==> src/rtl/alarm_bank.sv <==
// Multi-channel daily alarm controller: stores N_ALARMS hour/minute times, rings on match,
// supports snooze with a per-trigger limit, auto-timeout, and a debounced dismiss button.
// Ports: clk/rst, sec_tick + hour/minute/second from the timekeeper, mode/sel/set_*/load/clear
//   for programming, middle (raw button); outputs do_o (ringer), alarm_mode {setting,snoozing,
//   ringing}, active_ch, snooze_cnt, armed.  do_o is the ringer drive, registered.
module alarm_bank #(
   parameter int N_ALARMS        = 4,
   parameter int TW              = 11,
   parameter int DEBOUNCE_CYCLES = 1_000_000,
   parameter int RING_SECONDS    = 30,
   parameter int SNOOZE_SECONDS  = 300,
   parameter int MAX_SNOOZE      = 3,
   localparam int CW = (N_ALARMS > 1) ? $clog2(N_ALARMS) : 1,
   localparam int SW = (MAX_SNOOZE > 0) ? $clog2(MAX_SNOOZE + 1) : 1
) (
   input  logic                clk,
   input  logic                rst,
   input  logic                sec_tick,
   input  logic [TW-1:0]       hour,
   input  logic [TW-1:0]       minute,
   input  logic [TW-1:0]       second,
   input  logic                mode,
   input  logic [CW-1:0]       sel,
   input  logic [TW-1:0]       set_hour,
   input  logic [TW-1:0]       set_minute,
   input  logic                load,
   input  logic                clear,
   input  logic                middle,
   output logic                do_o,
   output logic [2:0]          alarm_mode,
   output logic [CW-1:0]       active_ch,
   output logic [SW-1:0]       snooze_cnt,
   output logic [N_ALARMS-1:0] armed
);

   localparam int DW   = (DEBOUNCE_CYCLES > 1) ? $clog2(DEBOUNCE_CYCLES) : 1;
   localparam int TMAX = (RING_SECONDS > SNOOZE_SECONDS) ? RING_SECONDS : SNOOZE_SECONDS;
   localparam int TMW  = $clog2(TMAX + 1);

   typedef enum logic [1:0] {S_IDLE, S_RING, S_SNOOZE} state_t;

   state_t              state_q, state_d;
   logic                db_q, db_d;
   logic                db_prev_q, db_prev_d;
   logic                press_q, press_d;
   logic [DW-1:0]       db_cnt_q, db_cnt_d;
   logic [TMW-1:0]      timer_q, timer_d;
   logic [CW-1:0]       active_ch_q, active_ch_d;
   logic [SW-1:0]       snooze_cnt_q, snooze_cnt_d;
   logic [N_ALARMS-1:0] armed_q, armed_d;
   logic [TW-1:0]       alarm_h_q [N_ALARMS];
   logic [TW-1:0]       alarm_h_d [N_ALARMS];
   logic [TW-1:0]       alarm_m_q [N_ALARMS];
   logic [TW-1:0]       alarm_m_d [N_ALARMS];

   logic          sel_ok, do_clear, do_load, kill_active;
   logic          match_any, match;
   logic [CW-1:0] match_idx;

   always_comb begin
      db_d         = db_q;
      db_cnt_d     = '0;
      db_prev_d    = db_q;
      timer_d      = timer_q;
      active_ch_d  = active_ch_q;
      snooze_cnt_d = snooze_cnt_q;
      armed_d      = armed_q;
      alarm_h_d    = alarm_h_q;
      alarm_m_d    = alarm_m_q;
      state_d      = state_q;
      match_any    = 1'b0;
      match_idx    = '0;

      // Debounce: count consecutive cycles the raw button disagrees with the accepted level.
      if (middle != db_q) begin
         if (int'(db_cnt_q) == DEBOUNCE_CYCLES - 1) begin
            db_d = middle;
         end else begin
            db_cnt_d = db_cnt_q + DW'(1);
         end
      end
      // Rising edge of the accepted level, registered so it lands one cycle after the level.
      press_d = db_q & ~db_prev_q;

      // Programming; clear beats load when both are requested.
      sel_ok   = mode && (int'(sel) < N_ALARMS);
      do_clear = sel_ok && clear;
      do_load  = sel_ok && load && !clear;
      for (int i = 0; i < N_ALARMS; i++) begin
         if (sel == CW'(i)) begin
            if (do_clear) begin
               armed_d[i] = 1'b0;
            end else if (do_load) begin
               armed_d[i]   = 1'b1;
               alarm_h_d[i] = set_hour;
               alarm_m_d[i] = set_minute;
            end
         end
      end
      kill_active = do_clear && (sel == active_ch_q) && (state_q != S_IDLE);

      // Scan from the top so the lowest matching channel is the one left in match_idx.
      for (int i = N_ALARMS - 1; i >= 0; i--) begin
         if (armed_q[i] && hour == alarm_h_q[i] && minute == alarm_m_q[i]) begin
            match_any = 1'b1;
            match_idx = CW'(i);
         end
      end
      match = match_any && !mode && sec_tick && (second == '0);

      if (mode || kill_active) begin
         state_d = S_IDLE;
      end else begin
         case (state_q)
            S_IDLE: begin
               if (match) begin
                  state_d      = S_RING;
                  active_ch_d  = match_idx;
                  snooze_cnt_d = '0;
                  timer_d      = TMW'(RING_SECONDS);
               end
            end
            S_RING: begin
               if (press_q) begin
                  if (int'(snooze_cnt_q) < MAX_SNOOZE) begin
                     state_d      = S_SNOOZE;
                     snooze_cnt_d = snooze_cnt_q + SW'(1);
                     timer_d      = TMW'(SNOOZE_SECONDS);
                  end else begin
                     state_d = S_IDLE;
                  end
               end else if (sec_tick) begin
                  // Expire on the tick that takes the timer from 1 to 0.
                  timer_d = timer_q - TMW'(1);
                  if (timer_q <= TMW'(1)) begin
                     state_d = S_IDLE;
                  end
               end
            end
            S_SNOOZE: begin
               if (press_q) begin
                  state_d = S_IDLE;
               end else if (sec_tick) begin
                  timer_d = timer_q - TMW'(1);
                  if (timer_q <= TMW'(1)) begin
                     state_d = S_RING;
                     timer_d = TMW'(RING_SECONDS);
                  end
               end
            end
            default: state_d = S_IDLE;
         endcase
      end
   end

   always_ff @(posedge clk or posedge rst) begin
      if (rst) begin
         state_q      <= S_IDLE;
         db_q         <= 1'b0;
         db_prev_q    <= 1'b0;
         press_q      <= 1'b0;
         db_cnt_q     <= '0;
         timer_q      <= '0;
         active_ch_q  <= '0;
         snooze_cnt_q <= '0;
         armed_q      <= '0;
         for (int i = 0; i < N_ALARMS; i++) begin
            alarm_h_q[i] <= '0;
            alarm_m_q[i] <= '0;
         end
      end else begin
         state_q      <= state_d;
         db_q         <= db_d;
         db_prev_q    <= db_prev_d;
         press_q      <= press_d;
         db_cnt_q     <= db_cnt_d;
         timer_q      <= timer_d;
         active_ch_q  <= active_ch_d;
         snooze_cnt_q <= snooze_cnt_d;
         armed_q      <= armed_d;
         alarm_h_q    <= alarm_h_d;
         alarm_m_q    <= alarm_m_d;
      end
   end

   assign do_o       = (state_q == S_RING);
   assign alarm_mode = {mode, state_q == S_SNOOZE, state_q == S_RING};
   assign active_ch  = active_ch_q;
   assign snooze_cnt = snooze_cnt_q;
   assign armed      = armed_q;

endmodule
==> config.mk <==
export PLATFORM = sky130hd
export DESIGN_NAME = alarm_bank
export DESIGN_NICKNAME = d
export VERILOG_FILES = /design/src/rtl/alarm_bank.sv
export SDC_FILE = /design/constraint.sdc
export NUM_CORES = 1
export LEC_CHECK = 0
export CAP_MARGIN = 20
export CORE_MARGIN = 10
export CORE_UTILIZATION = 35
export DETAILED_ROUTE_END_ITERATION = 6
export PLACE_DENSITY_LB_ADDON = 0.05
export SLEW_MARGIN = 20
export SYNTH_ARGS = -nofsm -noshare
export SYNTH_HDL_FRONTEND = slang
export SYNTH_SLANG_ARGS = --single-unit
==> constraint.sdc <==
create_clock -name clk -period 5.45 [get_ports clk]
set_clock_uncertainty 0.05 [all_clocks]
set_input_delay 1.09 -clock clk [delete_from_list [all_inputs] [get_ports clk]]
set_output_delay 1.09 -clock clk [all_outputs]
set_load 0.05 [all_outputs]
==> metrics.csv <==
stage,metric,value,unit
route,avgViaCountPerCell,5.14,
min_path,class_of_the_most_critical_hold_timing_path,reg -> reg,
finish,final_nets,770,
sta,slew_headroom,42.0,%
critical_path,crit_slowest_cell,sky130_fd_sc_hd__clkdlybuf4s50_1,
global_route,global_route.peak_usage_layer,met2,
global_route,antenna_found_initial,0,
yosys,synth_commonest_cells,"sky130_fd_sc_hd__dfrtp_1, sky130_fd_sc_hd__mux2_2, sky130_fd_sc_hd__xor2_1",
pwr,pwr-share-seq,40.5,%
yosys,postSynthRegisterBits,130,
sta,slew_viol_final,0,
yosys,netlist.area_leader.share,47.0,%
critical_path,critical-path-max-stage-delay,0.88,ns
floorplan,ports_placed_on_the_boundary,76,
clock_network,numCtsBuffers,17,
yosys,synth_warnings,0,
critical_path,start_kind,primary input,
critical_path,path_max_fanout,9,
clock_network,clock_sinks,130,
clock_network,ctsResizeCount,0,
pwr,power_frac_comb,20.6,%
critical_path,worstSetupPathType,in -> out,
yosys,syn_area_per_cell,11.2,µm²
finish,layoutNonFillerInstCount,976,
sta,max_freq,264,MHz
floorplan,core,0.0195,mm²
yosys,postSynthNetCount,689,
global_route,wire_length_of_the_first_global_routing_pass,30.8,mm
placed_design,port-buffer-count,75,
clock_network,insertion_delay,0.42,ns
floorplan,die_h,161,µm
floorplan,initial_utilization,35.6,%
finish,fillCellCount,1873,
sta,setup_total_negative_slack,0,ns
finish,diodes,0,
route,first_iter_violations,256,
clock_network,clk_pin_slew_worst_paths,0.06,ns
critical_path,cp_cell_sequence,clkdlybuf4s50_1 > clkdlybuf4s50_1,
sta,fin_crit,3.78,ns
route,detail-route-antenna-nets,0,
global_route,grt_start_max_net_pins,67,
sta,grt_setup_unrepaired,no,
yosys,yosys_most_used_dff,sky130_fd_sc_hd__dfrtp_1,
global_route,number_of_global_route_vias_before_repair,5231,
route,drt_pre_antenna_iters,4,
clock_network,cts_tree,built,
global_route,grtUsageMet2,23.2,%
finish,area.growth.synth_to_final,24.3,%
yosys,synth.largest_area_cell,sky130_fd_sc_hd__dfrtp_1,
placed_design,dp_hpwl,14.9,mm
sta,tightestPinTransition,0.871,ns
clock_network,cts-root-buf,sky130_fd_sc_hd__clkbuf_16,
yosys,synthMostInstantiatedCell,sky130_fd_sc_hd__dfrtp_1,
critical_path,cp_top_family,buffers and inverters,
critical_path,cp_num_buf_inv,2,
sta,final-hold-violation-count,0,
global_route,met3_use_gr,3.53,%
clock_network,hold_buffers,0,
pwr,total_leakage_power,3.49,nW
floorplan,die_width,161,µm
route,finalWirelength,19.7,mm
critical_path,crit_top_cell,sky130_fd_sc_hd__clkdlybuf4s50_1,
placed_design,dpl.cell_count,944,
pwr,switching_share,29.2,%
pwr,power_density,359,mW/mm²
run,drv_cap,0,
pwr,power.net_switching,900,µW
clock_network,cts_buffer_depth,2,
yosys,synth-seq-area-share,47.0,%
pwr,p_int,2.19,mW
global_route,globalRouteOverflowTotal,0,
finish,post_route_cells_drive_above_1_share,19.8,%
route,detail_route.wl_per_cell,20.2,µm
sta,setup_viol,0,
placed_design,place.gp.congestion,0.873,
yosys,synthCells,617,
yosys,async_reset_ff_share,100,%
clock_network,htree_levels,4,
critical_path,worst_ep_arrival_time,2.64,ns
global_route,global_route.usage.met1,21.8,%
status,run_status,"finished, final reports clean",
critical_path,timing.critical_path.required,4.31,ns
sta,worst_slack,1.67,ns
placed_design,place_ws,1.39,ns
clock_network,cts_setup_buffers,0,
route,drc_errors,0,
floorplan,floorplan.die_area,0.0258,mm²
yosys,synth_edf_count,0,
floorplan,row_count,51,
yosys,netlist_area,0.00693,mm²
yosys,yosysUniqueCellTypes,56,
route,vias,5018,
pwr,vdd_drop_max,0.000196,V
pwr,power_frac_clock,39.0,%
yosys,netlist_top_cells_area,"sky130_fd_sc_hd__dfrtp_1, sky130_fd_sc_hd__mux2_2, sky130_fd_sc_hd__xor2_1",
sta,post-route-period-util,69.4,%
global_route,grt_usage,15.4,%
critical_path,timing.critical_path.to_type,output pin,
-- metal layers --
metal / up-vias / share of wire, %
met5: - / 0
met4: 0 / 1.0
met3: 12 / 4.6
met2: 138 / 45
met1: 2501 / 49
li1: 2367 / -
-- power by group through the flow --
stage / logic [mW] / registers [mW] / clock network [mW]
global route: 0.689 / 1.27 / 1.28
CTS: 0.642 / 1.25 / 1.24
floorplan: 0.384 / 1.25 / 0
detailed placement: 0.639 / 1.27 / 0
finish: 0.635 / 1.25 / 1.20
global placement: 0.636 / 1.26 / 0
-- path summary, 6_finish.rpt --
path                               startpoint            end  slack (ns)  cells past startpoint
max in group asynchronous                 rst   alarm_h_q[8]        3.36                      3
worst max-delay path                     mode  alarm_mode[2]        1.67                      2
worst min register to register      db_prev_q        press_q        0.35                      1
worst min-delay path                db_prev_q        press_q        0.35                      1
min in group asynchronous                 rst     timer_q[1]        1.15                      2
worst max register to register  alarm_m_q[22]  snooze_cnt[0]        2.62                      7
-- per-stage QoR --
step	power [mW]	hold slack [ns]	cell area, µm²	utilization, %
5_1_grt	3.24	0.384	8610	44.2
6_report	3.09	0.354	8610	44.2
3_3_place_gp	1.90	0.332	7980	41.0
2_1_floorplan	1.64	0.328	6930	-
3_5_place_dp	1.91	0.349	7980	41.0
4_1_cts	3.13	0.360	8610	44.2
-- kinds of logic (layout without fill, tap and decap cells) --
group	after synthesis	in the layout	share of synthesized area (%)
flops	130	130	47.0
xor+xnor	107	107	13.7
fa+ha+maj	8	8	1.45
simple gates	197	197	14.9
compound gates	49	49	5.42
buf+inv	31	125	2.06
mux	95	95	15.4
-- final cells by class --
type / count / area (µm²) / share of cell area (%)
Clock buffer: 21 / 470 / 5.47
Clock inverter: 11 / 153 / 1.77
Inverter: 13 / 51.3 / 0.596
Multi-Input combinational cell: 456 / 3550 / 41.2
Sequential cell: 130 / 3250 / 37.8
Tap cell: 265 / 332 / 3.85
Timing Repair Buffer: 80 / 801 / 9.31
-- cell usage in the layout (no fill, tap or decap), types with 4 or more instances in the layout --
cell type                         instances
sky130_fd_sc_hd__a21oi_1                  7
sky130_fd_sc_hd__dfrtp_1                130
sky130_fd_sc_hd__clkbuf_16               17
sky130_fd_sc_hd__mux2i_1                  5
sky130_fd_sc_hd__xor2_1                  53
sky130_fd_sc_hd__mux2_2                  89
sky130_fd_sc_hd__or4_1                    5
sky130_fd_sc_hd__clkdlybuf4s50_1         75
sky130_fd_sc_hd__xnor2_1                 52
sky130_fd_sc_hd__ha_1                     8
sky130_fd_sc_hd__nand4_1                 24
sky130_fd_sc_hd__o21ai_0                  6
sky130_fd_sc_hd__nand3_1                 16
sky130_fd_sc_hd__a31oi_1                  6
sky130_fd_sc_hd__buf_4                    4
sky130_fd_sc_hd__or3b_1                   4
sky130_fd_sc_hd__nor3_1                   6
sky130_fd_sc_hd__nand2b_1                 4
sky130_fd_sc_hd__or3_1                    5
sky130_fd_sc_hd__nor2b_1                  9
sky130_fd_sc_hd__nor4_1                  19
sky130_fd_sc_hd__o211ai_1                 4
sky130_fd_sc_hd__nand2_1                 39
sky130_fd_sc_hd__inv_1                   11
sky130_fd_sc_hd__and3_1                   6
sky130_fd_sc_hd__nor2_1                  46
-- sequential cells by signal (all words and copies together), names as in the netlist --
signal	count
state_q	2
timer_q	9
db_prev_d	1
active_ch	2
db_prev_q	1
alarm_m_q	44
press_q	1
db_cnt_q	20
snooze_cnt	2
alarm_h_q	44
armed	4
Note: power is estimated with default switching activity, not from simulation.
